$ cat config.mk
export PLATFORM = sky130hd
export DESIGN_NAME = mem_arbiter
export DESIGN_NICKNAME = d
export VERILOG_FILES = /design/src/rtl/mem_arb_pkg.sv /design/src/rtl/mem_arb_timer.sv /design/src/rtl/mem_arbiter.sv
export SDC_FILE = /design/constraint.sdc
export NUM_CORES = 1
export LEC_CHECK = 0
export ABC_CLOCK_PERIOD_IN_PS = 1630
export BUFFER_PORTS_ARGS = -buffer_cell sky130_fd_sc_hd__buf_2
export CELL_PAD_IN_SITES_DETAIL_PLACEMENT = 1
export CELL_PAD_IN_SITES_GLOBAL_PLACEMENT = 1
export CORE_MARGIN = 5
export CORE_UTILIZATION = 30
export CTS_CLUSTER_DIAMETER = 200
export DETAILED_ROUTE_END_ITERATION = 6
export PLACE_DENSITY = 0.72
export REMOVE_ABC_BUFFERS = 1
export SKIP_LAST_GASP = 1
export SYNTH_ARGS = -nofsm -noshare
export SYNTH_HDL_FRONTEND = slang
export SYNTH_SLANG_ARGS = --single-unit
$ cat constraint.sdc
create_clock -name clk -period 1.63 [get_ports clk]
set_input_delay 0 -clock clk [delete_from_list [all_inputs] [get_ports clk]]
set_output_delay 0 -clock clk [all_outputs]
set_load 0.02 [all_outputs]
$ cat src/rtl/mem_arb_pkg.sv
// Shared FSM/owner encodings and default parameters for mem_arbiter.
package mem_arb_pkg;

   typedef enum logic [1:0] {
      IDLE   = 2'd0,
      GNT_IF = 2'd1,
      GNT_D  = 2'd2,
      RESP   = 2'd3
   } arb_state_e;

   typedef enum logic [1:0] {
      OWN_NONE = 2'd0,
      OWN_IF   = 2'd1,
      OWN_D    = 2'd2
   } owner_e;

   localparam int DEF_ADDR_W       = 32;
   localparam int DEF_DATA_W       = 32;
   localparam int DEF_TIMEOUT_CYC  = 15;
   localparam int DEF_STARVE_LIMIT = 4;

endpackage

$ cat src/rtl/mem_arb_timer.sv
// Loadable down-counter; expired_o flags the last permitted cycle of a grant.
module mem_arb_timer #(
   parameter int CNT_W = 4
) (
   input  logic             clk,
   input  logic             rst,
   input  logic             load_i,
   input  logic             en_i,
   input  logic [CNT_W-1:0] load_val_i,
   output logic             expired_o
);

   logic [CNT_W-1:0] cnt_q;

   // Reload while idle, count down while a grant is outstanding
   always_ff @(posedge clk) begin
      if (rst) begin
         cnt_q <= {CNT_W{1'b0}};
      end else if (load_i) begin
         cnt_q <= load_val_i;
      end else if (en_i && (cnt_q != {CNT_W{1'b0}})) begin
         cnt_q <= cnt_q - CNT_W'(1);
      end else begin
         cnt_q <= cnt_q;
      end
   end

   assign expired_o = en_i && (cnt_q == {CNT_W{1'b0}});

endmodule

$ cat src/rtl/mem_arbiter.sv
// Two-master (fetch/data) single-memory arbiter with timeout.
// Define MEM_ARB_FAIRNESS_EN to bound how long a data stream can starve fetch.
module mem_arbiter
   import mem_arb_pkg::*;
#(
   parameter int ADDR_W       = DEF_ADDR_W,
   parameter int DATA_W       = DEF_DATA_W,
   parameter int TIMEOUT_CYC  = DEF_TIMEOUT_CYC,
   parameter int STARVE_LIMIT = DEF_STARVE_LIMIT
) (
   input  logic                clk,
   input  logic                rst,
   input  logic                if_req,
   input  logic [ADDR_W-1:0]   if_addr,
   output logic [DATA_W-1:0]   if_rdata,
   output logic                if_ack,
   output logic                if_err,
   input  logic                d_req,
   input  logic                d_we,
   input  logic [ADDR_W-1:0]   d_addr,
   input  logic [DATA_W-1:0]   d_wdata,
   input  logic [DATA_W/8-1:0] d_be,
   output logic [DATA_W-1:0]   d_rdata,
   output logic                d_ack,
   output logic                d_err,
   output logic                mem_req,
   output logic                mem_we,
   output logic [ADDR_W-1:0]   mem_addr,
   output logic [DATA_W-1:0]   mem_wdata,
   output logic [DATA_W/8-1:0] mem_be,
   input  logic [DATA_W-1:0]   mem_rdata,
   input  logic                mem_ack
);

   localparam int BE_W  = DATA_W / 8;
   localparam int TMR_W = $clog2(TIMEOUT_CYC + 1);

   arb_state_e state_q;
   owner_e     owner_q;
   logic       in_grant_s;
   logic       idle_s;
   logic       tmr_expired_s;
   logic       force_if_s;
   logic       grant_d_s;
   logic       grant_if_s;

   assign idle_s     = (state_q == IDLE);
   assign in_grant_s = (state_q == GNT_IF) || (state_q == GNT_D);

   mem_arb_timer #(.CNT_W(TMR_W)) u_timer (
      .clk        (clk),
      .rst        (rst),
      .load_i     (idle_s),
      .en_i       (in_grant_s),
      .load_val_i (TMR_W'(TIMEOUT_CYC - 1)),
      .expired_o  (tmr_expired_s)
   );

`ifdef MEM_ARB_FAIRNESS_EN
   localparam int STV_W = $clog2(STARVE_LIMIT + 1);
   logic [STV_W-1:0] starve_q;

   // Count data grants taken while fetch was waiting; a fetch grant resets it
   always_ff @(posedge clk) begin
      if (rst) begin
         starve_q <= {STV_W{1'b0}};
      end else if (grant_if_s) begin
         starve_q <= {STV_W{1'b0}};
      end else if (grant_d_s && if_req && (starve_q < STV_W'(STARVE_LIMIT))) begin
         starve_q <= starve_q + STV_W'(1);
      end else begin
         starve_q <= starve_q;
      end
   end

   assign force_if_s = if_req && (starve_q >= STV_W'(STARVE_LIMIT));
`else
   assign force_if_s = 1'b0 && (STARVE_LIMIT > 0);
`endif

   // Arbitration decision, only meaningful in IDLE
   always_comb begin
      grant_d_s  = 1'b0;
      grant_if_s = 1'b0;
      if (idle_s) begin
         if (force_if_s) begin
            grant_if_s = 1'b1;
         end else if (d_req) begin
            grant_d_s = 1'b1;
         end else begin
            grant_if_s = if_req;
         end
      end else begin
         grant_d_s  = 1'b0;
         grant_if_s = 1'b0;
      end
   end

   // Main FSM with registered memory-side and response outputs
   always_ff @(posedge clk) begin
      if (rst) begin
         state_q   <= IDLE;
         owner_q   <= OWN_NONE;
         mem_req   <= 1'b0;
         mem_we    <= 1'b0;
         mem_addr  <= {ADDR_W{1'b0}};
         mem_wdata <= {DATA_W{1'b0}};
         mem_be    <= {BE_W{1'b0}};
         if_rdata  <= {DATA_W{1'b0}};
         d_rdata   <= {DATA_W{1'b0}};
         if_ack    <= 1'b0;
         if_err    <= 1'b0;
         d_ack     <= 1'b0;
         d_err     <= 1'b0;
      end else begin
         if_ack <= 1'b0;
         if_err <= 1'b0;
         d_ack  <= 1'b0;
         d_err  <= 1'b0;
         case (state_q)
            IDLE: begin
               if (grant_d_s) begin
                  state_q   <= GNT_D;
                  owner_q   <= OWN_D;
                  mem_req   <= 1'b1;
                  mem_we    <= d_we;
                  mem_addr  <= d_addr;
                  mem_wdata <= d_wdata;
                  mem_be    <= d_be;
               end else if (grant_if_s) begin
                  state_q   <= GNT_IF;
                  owner_q   <= OWN_IF;
                  mem_req   <= 1'b1;
                  mem_we    <= 1'b0;
                  mem_addr  <= if_addr;
                  mem_wdata <= {DATA_W{1'b0}};
                  mem_be    <= {BE_W{1'b1}};
               end else begin
                  state_q <= IDLE;
                  owner_q <= OWN_NONE;
               end
            end
            GNT_IF, GNT_D: begin
               // An ack arriving in the final permitted cycle still wins over timeout
               if (mem_ack || tmr_expired_s) begin
                  state_q <= RESP;
                  mem_req <= 1'b0;
                  if (owner_q == OWN_D) begin
                     d_ack   <= 1'b1;
                     d_err   <= ~mem_ack;
                     d_rdata <= mem_ack ? mem_rdata : {DATA_W{1'b0}};
                  end else begin
                     if_ack   <= 1'b1;
                     if_err   <= ~mem_ack;
                     if_rdata <= mem_ack ? mem_rdata : {DATA_W{1'b0}};
                  end
               end else begin
                  state_q <= state_q;
               end
            end
            RESP: begin
               state_q <= IDLE;
               owner_q <= OWN_NONE;
            end
            default: begin
               state_q <= IDLE;
               owner_q <= OWN_NONE;
               mem_req <= 1'b0;
            end
         endcase
      end
   end

endmodule

# Yosys cells after proc, flatten, opt, wreduce, memory -nomap -nowiden
# Cells that the tools add are included.
# word_totals
ff_bits,146
inputBits,138
output_inout_bits,138
wordCells,72
# op_classes
n_addsub,1
eq_ne,6
mux,26
bitwise,4
n_reduce_logical,20
# ops
operator,count
two-way mux 32 bit,5
two-way mux 4 bit,4
two-way mux 1 bit,12
AND reduction 3 bit,3
nonzero test 2 bit,4
OR reduction 4 bit,2
"== test 2 bit, second input constant",3
case mux 2 bit (3 select lines),1
logical NOT 4 bit,1
two-way mux 2 bit,2
inverter 1 bit,4
case mux 2 bit (2 select lines),1
nonzero test 4 bit,1
OR reduction 2 bit,2
"subtractor 4 x 1 -> 4 bit, second input constant",1
"!= test 3 x 1 -> 1 bit, second input constant",1
OR reduction 3 bit,1
"== test 2 x 1 -> 1 bit, second input constant",1
logical AND 1 bit,2
logical NOT 2 bit,1
logical OR 1 bit,2
"!= test 2 bit, second input constant",1
case mux 1 bit (2 select lines),1
AND reduction 2 bit,1

# Depth between registers and ports, before layout
# logic_depth
word_depth,6
depth_mapped,7
mapped_depth_nobuf,5

# By module
# Synthesis repeated with hierarchy kept, for this count alone.
# unflattened
hier_cells,624
hier_area_um2,5805.6
# modules_own_cells
module,n_inst,cells_each,area_per_inst_um2,seq_area_each_um2
mem_arbiter,1,594,5542.8,2842.7
mem_arb_timer,1,30,262.8,80.1

# Least setup slack after synthesis
# OpenSTA, ideal clock, no wires.
# synth_path
path_kind,reg-to-reg
from,reg state_q[0]
to,reg if_rdata[10]
setup_time_ns,0.132
arrival_ns,1.494
required_ns,1.498
setup_slack_ns,0.004
stages_incl_launch_ff,7
n_path_buf,2
synth_period_minus_slack_ns,1.626
cell_sequence,dfxtp_1 -> inv_1 -> ha_1 -> buf_2 -> o21ai_1 -> clkbuf_1 -> o32ai_1
# synth_between
elab_chain_len,5
elab_cells_between_ends,7
cone_classes,eq/ne: 2; reduce/logical: 5
# synth_rtl
item,line_no,source
"start, declared",mem_arbiter.sv:38,arb_state_e state_q;
"start signal, assigned",mem_arbiter.sv:158,state_q <= state_q;
== test 2 x 1 -> 1 bit / == test 2 bit (equally long branches),"mem_arbiter.sv:48, mem_arbiter.sv:120",
logical OR 1 bit,mem_arbiter.sv:48,assign in_grant_s = (state_q == GNT_IF) || (state_q == GNT_D);
logical AND 1 bit,mem_arb_timer.sv:28,assign expired_o = en_i && (cnt_q == {CNT_W{1'b0}});
logical OR 1 bit,mem_arbiter.sv:145,if (mem_ack || tmr_expired_s) begin
AND reduction 3 bit (no source line) *,--,
"end signal, assigned",mem_arbiter.sv:109,if_rdata <= {DATA_W{1'b0}};
"end signal, assigned",mem_arbiter.sv:155,if_rdata <= mem_ack ? mem_rdata : {DATA_W{1'b0}};
"end, declared",mem_arbiter.sv:15,"output logic [DATA_W-1:0] if_rdata,"
# Every way passes the cells marked *; elsewhere a longest branch is shown, timed or not.
# A chain may end at the register's enable or synchronous reset.

# Final worst setup path
# layout_path
from,reg u_timer.cnt_q[1]
to,reg u_timer.cnt_q[1]
# layout_between
elab_chain_len,3
elab_cells_between_ends,6
cone_classes,add/sub: 1; mux: 2; reduce/logical: 3
# layout_rtl
item,line_no,source
"start, declared",mem_arb_timer.sv:13,logic [CNT_W-1:0] cnt_q;
"start signal, assigned",mem_arb_timer.sv:18,cnt_q <= {CNT_W{1'b0}};
"start signal, assigned",mem_arb_timer.sv:20,cnt_q <= load_val_i;
"start signal, assigned",mem_arb_timer.sv:22,cnt_q <= cnt_q - CNT_W'(1);
subtractor 4 x 1 -> 4 bit / nonzero test 4 bit (equally long branches),"mem_arb_timer.sv:22, mem_arb_timer.sv:21",
two-way mux 4 bit / logical AND 1 bit (equally long branches),mem_arb_timer.sv:21,end else if (en_i && (cnt_q != {CNT_W{1'b0}})) begin
two-way mux 4 bit / nonzero test 2 bit (equally long branches),--,
# Parallel ways exist; a longest one is shown, timed or not. The select of a mux whose other input is x is not followed.

==> results_tabular.tex <==
\begin{tabular}{lr}
\hline
Metric & Value \\
\hline
\multicolumn{2}{l}{\textbf{STA}} \\
Final max-slew violation count & 0 \\
Final hold slack & 0.0302 ns \\
RSZ-0062 raised after global routing & yes \\
Final WS setup & approximately 0.009 ns \\
Worst relative slew slack & 64.7\% \\
Minimum clock period after layout & approximately 1.6 ns \\
Final setup fails & 0 \\
Maximum clock skew at final layout & between 0.01 and 0.015 ns \\
Fmax & between 600 and 700 MHz \\
Worst slew pin tran & 0.530 ns \\
Final clock period utilization by the worst path & between 90\% and 100\% \\
Hold Fails Final Rpt & 0 \\
\multicolumn{2}{l}{\textbf{Setup path}} \\
CP endpoint kind & flip-flop \\
Buf+Inv Stages, Crit Path & 2 \\
Ordered cell list for the critical path & inv\_2, ha\_4, or3b\_4, buf\_4, a211oi\_1, a311oi\_1 \\
Type of the setup path with the least slack & flip-flop to flip-flop \\
Stage delay of the slowest cell on the critical path & slightly below 0.4 ns \\
Data arrival time at the worst-slack endpoint & around 1.9 ns \\
Cell class contributing the biggest share of worst-path delay & simple AND/OR/NAND/NOR gates \\
Crit-path slowest cell & sky130\_fd\_sc\_hd\_\_or3b\_4 \\
Worst R2R Setup Slack & roughly 0.0090 ns \\
Critical Path Source Type & flip-flop \\
Data required, critical path & 1.91 ns \\
Biggest fanout along the worst timing path & 5 \\
\multicolumn{2}{l}{\textbf{Power}} \\
Logic pwr share & between 40 and 50\% \\
Register share of total power & 32.9\% \\
Net Switching & between 0.005 and 0.006 W \\
Cell Int Power & 0.00888 W \\
Clock group share of total power & 26.1\% \\
Switching share of power & just under 40\% \\
P per Cell Area & approximately 1500 nW/um2 \\
Static leakage & 4.26 nW \\
Worst voltage drop across the vdd grid & 0.845 mV \\
\multicolumn{2}{l}{\textbf{Routing}} \\
1st-iter DRT viols & 334 \\
Via count & approximately 6500 \\
Via-to-Cell Ratio & about 5 \\
Wire length on met3 & 1.52 mm \\
Number of nets with antenna violations after routing & 0 \\
1st-pass router iterations & 4 \\
Per-cell routed wire length & approximately 18 um \\
Post-route DRC violation count & 0 \\
Wire length reported by the detailed router & $\sim$24 mm \\
Top metal layer carrying routed signals & met5 \\
Met1 wire length & about 9.3 mm \\
Detail Route met2 WL & $\sim$12 mm \\
\multicolumn{2}{l}{\textbf{Clocking}} \\
Clock latency at the later pin of the worst-skew pair & approximately 0.42 ns \\
Clk sinks & $\sim$150 \\
CTS tree & yes \\
Clock Root Buffer & sky130\_fd\_sc\_hd\_\_clkbuf\_16 \\
Max clock buf depth & 2 \\
Clock transition at the register clock pins on the worst setup and hold paths after CTS & around 0.06 ns \\
TritonCTS buffer count & 17 \\
Total number of H-tree levels & 4 \\
\multicolumn{2}{l}{\textbf{Finish}} \\
Highest-count cells in the layout ignoring fill and taps & 274 x sky130\_fd\_sc\_hd\_\_buf\_2, 142 x sky130\_fd\_sc\_hd\_\_dfxtp\_1, 122 x sky130\_fd\_sc\_hd\_\_dlygate4sd3\_1, 112 x sky130\_fd\_sc\_hd\_\_nor2\_1, 66 x sky130\_fd\_sc\_hd\_\_nand2b\_1 \\
Number of nets at the end of the flow & $\sim$1200 \\
Layout Area Growth over Synthesis & 63.3\% \\
Area of the multi-input gates & roughly 2700 um2 \\
Share of final-layout standard cells stronger than drive strength 1 & roughly a third \\
Count of inserted antenna diode cells & 0 \\
Flip-flop and latch area & around 2900 um2 \\
Filler cell count in the final layout & roughly 2300 \\
Most common cell after layout, fill and taps aside & sky130\_fd\_sc\_hd\_\_buf\_2 \\
\multicolumn{2}{l}{\textbf{Synthesis}} \\
Average cell area after synthesis & 9.19 um2 \\
Synthesized flop and latch total & roughly 150 \\
Sequential share of the synthesized area & between 40 and 50\% \\
Yosys warning count & 0 \\
Number of library cell types mapped by synthesis & 37 \\
Gate count after technology mapping & 641 \\
Cell area after synthesis & between 5000 and 6000 um2 \\
\multicolumn{2}{l}{\textbf{Placed design}} \\
Input/output buffers & around 280 \\
Final HPWL DP & about 15 mm \\
Worst slack after detailed placement & -0.0151 ns \\
Final weighted congestion in routability-driven placement & between 0.7 and 0.8 \\
\multicolumn{2}{l}{\textbf{Worst hold path}} \\
Worst min-delay path category & primary input to flip-flop \\
\multicolumn{2}{l}{\textbf{Floorplanning}} \\
Initial cell density of the core & between 30 and 40\% \\
Number of rows created at floorplan & 51 \\
Die Span Y & about 150 um \\
Floorplan die width & between 150 and 200 um \\
Area inside the core boundary & around 19000 um2 \\
Die area & $\sim$23000 um2 \\
Boundary Pins & between 200 and 300 \\
\multicolumn{2}{l}{\textbf{Global route}} \\
Wire length of the first global-routing pass & 37.4 mm \\
All-layer global routing usage & between 20\% and 30\% \\
Vias in the first global route & 7093 \\
Aggregate global routing overflow & 0 \\
Pin count of the biggest net entering global routing & 83 \\
Antenna violations before repair & 1 \\
\multicolumn{2}{l}{\textbf{Run}} \\
Max\_cap viols & 0 \\
\multicolumn{2}{l}{\textbf{Run status}} \\
Status & completed \\
\hline
\end{tabular}
-- metal layers --
metal,up-vias,GRT usage [%]
li1,3102,-
met1,3115,23.6
met2,238,35.8
met3,74,6.08
met4,2,10.2
met5,-,0
-- cells in the mapped netlist --
master                        n  area share [%]
sky130_fd_sc_hd__dfxtp_1    146              50
sky130_fd_sc_hd__nor2_1     112             7.1
sky130_fd_sc_hd__nand2b_1    66             7.0
sky130_fd_sc_hd__o32ai_1     64             9.5
sky130_fd_sc_hd__clkbuf_1    40             2.5
sky130_fd_sc_hd__a211oi_1    35             4.5
sky130_fd_sc_hd__a22oi_1     35             4.5
sky130_fd_sc_hd__nand2_1     35             2.2
sky130_fd_sc_hd__o2bb2ai_1   31             4.6
sky130_fd_sc_hd__buf_2       21             1.8
sky130_fd_sc_hd__inv_1       10            0.64
sky130_fd_sc_hd__nor3_1       6            0.51
sky130_fd_sc_hd__ha_1         4            0.85
sky130_fd_sc_hd__nor4_1       4            0.42
sky130_fd_sc_hd__a21oi_1      3            0.25
sky130_fd_sc_hd__buf_1        3            0.19
sky130_fd_sc_hd__buf_6        3            0.57
sky130_fd_sc_hd__a311oi_1     2            0.30
sky130_fd_sc_hd__o21ai_0      2            0.17
sky130_fd_sc_hd__o21ai_1      2            0.17
sky130_fd_sc_hd__a2111oi_0    1            0.15
sky130_fd_sc_hd__a211o_1      1            0.15
sky130_fd_sc_hd__a21oi_4      1            0.28
sky130_fd_sc_hd__and2_1       1            0.11
sky130_fd_sc_hd__and3b_1      1            0.15
sky130_fd_sc_hd__mux2i_1      1            0.17
sky130_fd_sc_hd__nand3_1      1           0.085
sky130_fd_sc_hd__nand3b_1     1            0.13
sky130_fd_sc_hd__nor3b_1      1            0.13
sky130_fd_sc_hd__nor3b_2      1            0.21
sky130_fd_sc_hd__nor4b_1      1            0.15
sky130_fd_sc_hd__o21a_1       1            0.13
sky130_fd_sc_hd__o21bai_1     1            0.13
sky130_fd_sc_hd__o221a_2      1            0.19
sky130_fd_sc_hd__o22ai_1      1            0.11
sky130_fd_sc_hd__or3b_1       1            0.15
sky130_fd_sc_hd__or4_1        1            0.13
-- cells by family after synthesis --
family | synth area share [%]
buffers and inverters | 5.74
AO/OA/AOI/OAI | 25.1
flip-flops | 49.6
AND/OR/NAND/NOR | 18.5
adder cells (fa/ha/maj) | 0.850
multiplexers | 0.170
-- power groups by stage --
stage | clock, W | combinational, W | sequential [W]
6_report | 0.00381 | 0.00598 | 0.00480
5_1_grt | 0.00410 | 0.00646 | 0.00489
4_1_cts | 0.00393 | 0.00576 | 0.00478
3_5_place_dp | 0 | 0.00548 | 0.00483
3_3_place_gp | 0 | 0.00540 | 0.00480
2_1_floorplan | 0 | 0.00209 | 0.00568
-- state kept, by name, summed over array words and instances, names as in the netlist --
| register | count |
|---|---|
| if_err | 1 |
| owner_q | 2 |
| d_ack | 1 |
| mem_addr | 32 |
| mem_req | 1 |
| state_q | 2 |
| if_rdata | 32 |
| d_rdata | 32 |
| mem_be | 4 |
| mem_wdata | 32 |
| d_err | 1 |
| mem_we | 1 |
| if_ack | 1 |
| u_timer.cnt_q | 4 |
-- cell type report --
type	instances	share of cell area, %
clock buffers	19	4.71
repair buffers	436	31.9
well taps	265	3.45
clock inverters	13	1.29
inverters	10	0.390
multi-input cells	418	27.8
flip-flops and latches	146	30.4
-- stage by stage --
step | utilization, % | std cells | power (W) | TNS (ns) | area [um2]
after global routing | 49.6 | 1307 | 0.0155 | -0.472 | 9620
after global placement | 39.5 | 1147 | 0.0102 | 0 | 7670
after CTS | 48.9 | 1302 | 0.0145 | -0.0381 | 9490
after detailed placement | 39.5 | 1147 | 0.0103 | -0.0317 | 7670
after floorplan | - | 574 | 0.00777 | -95.90 | 5590
final | 49.6 | 1307 | 0.0146 | 0 | 9620
-- path summary, 6_finish.rpt --
check,start,end,cells past startpoint
hold / removal,if_addr[16],mem_addr[16],4
setup reg to reg,u_timer.cnt_q[1],u_timer.cnt_q[1],6
setup / recovery,u_timer.cnt_q[1],u_timer.cnt_q[1],6
hold reg to reg,mem_req,mem_req,2
-- what timing repair did --
| action | in CTS | in global routing |
|---|---|---|
| buffers inserted | 1 | 2 |
| gates resized for setup | 3 | 13 |
| hold buffers | 122 | 0 |
| cloned | 0 | 3 |
| hold endpoints to repair | 135 | 0 |
| pin swaps | 1 | 4 |
| setup endpoints to repair | 35 | 72 |
-- worst register-to-register path: cells and delay by family (launching register included) --
family	cells	cell delay [ns]
and+or+nand+nor	1	0.40
AOI/OAI and AO/OA	2	0.37
DFF	1	0.33
buffers and inverters	2	0.25
adders and majority gates	1	0.13
(Power assumes the default switching activity.)
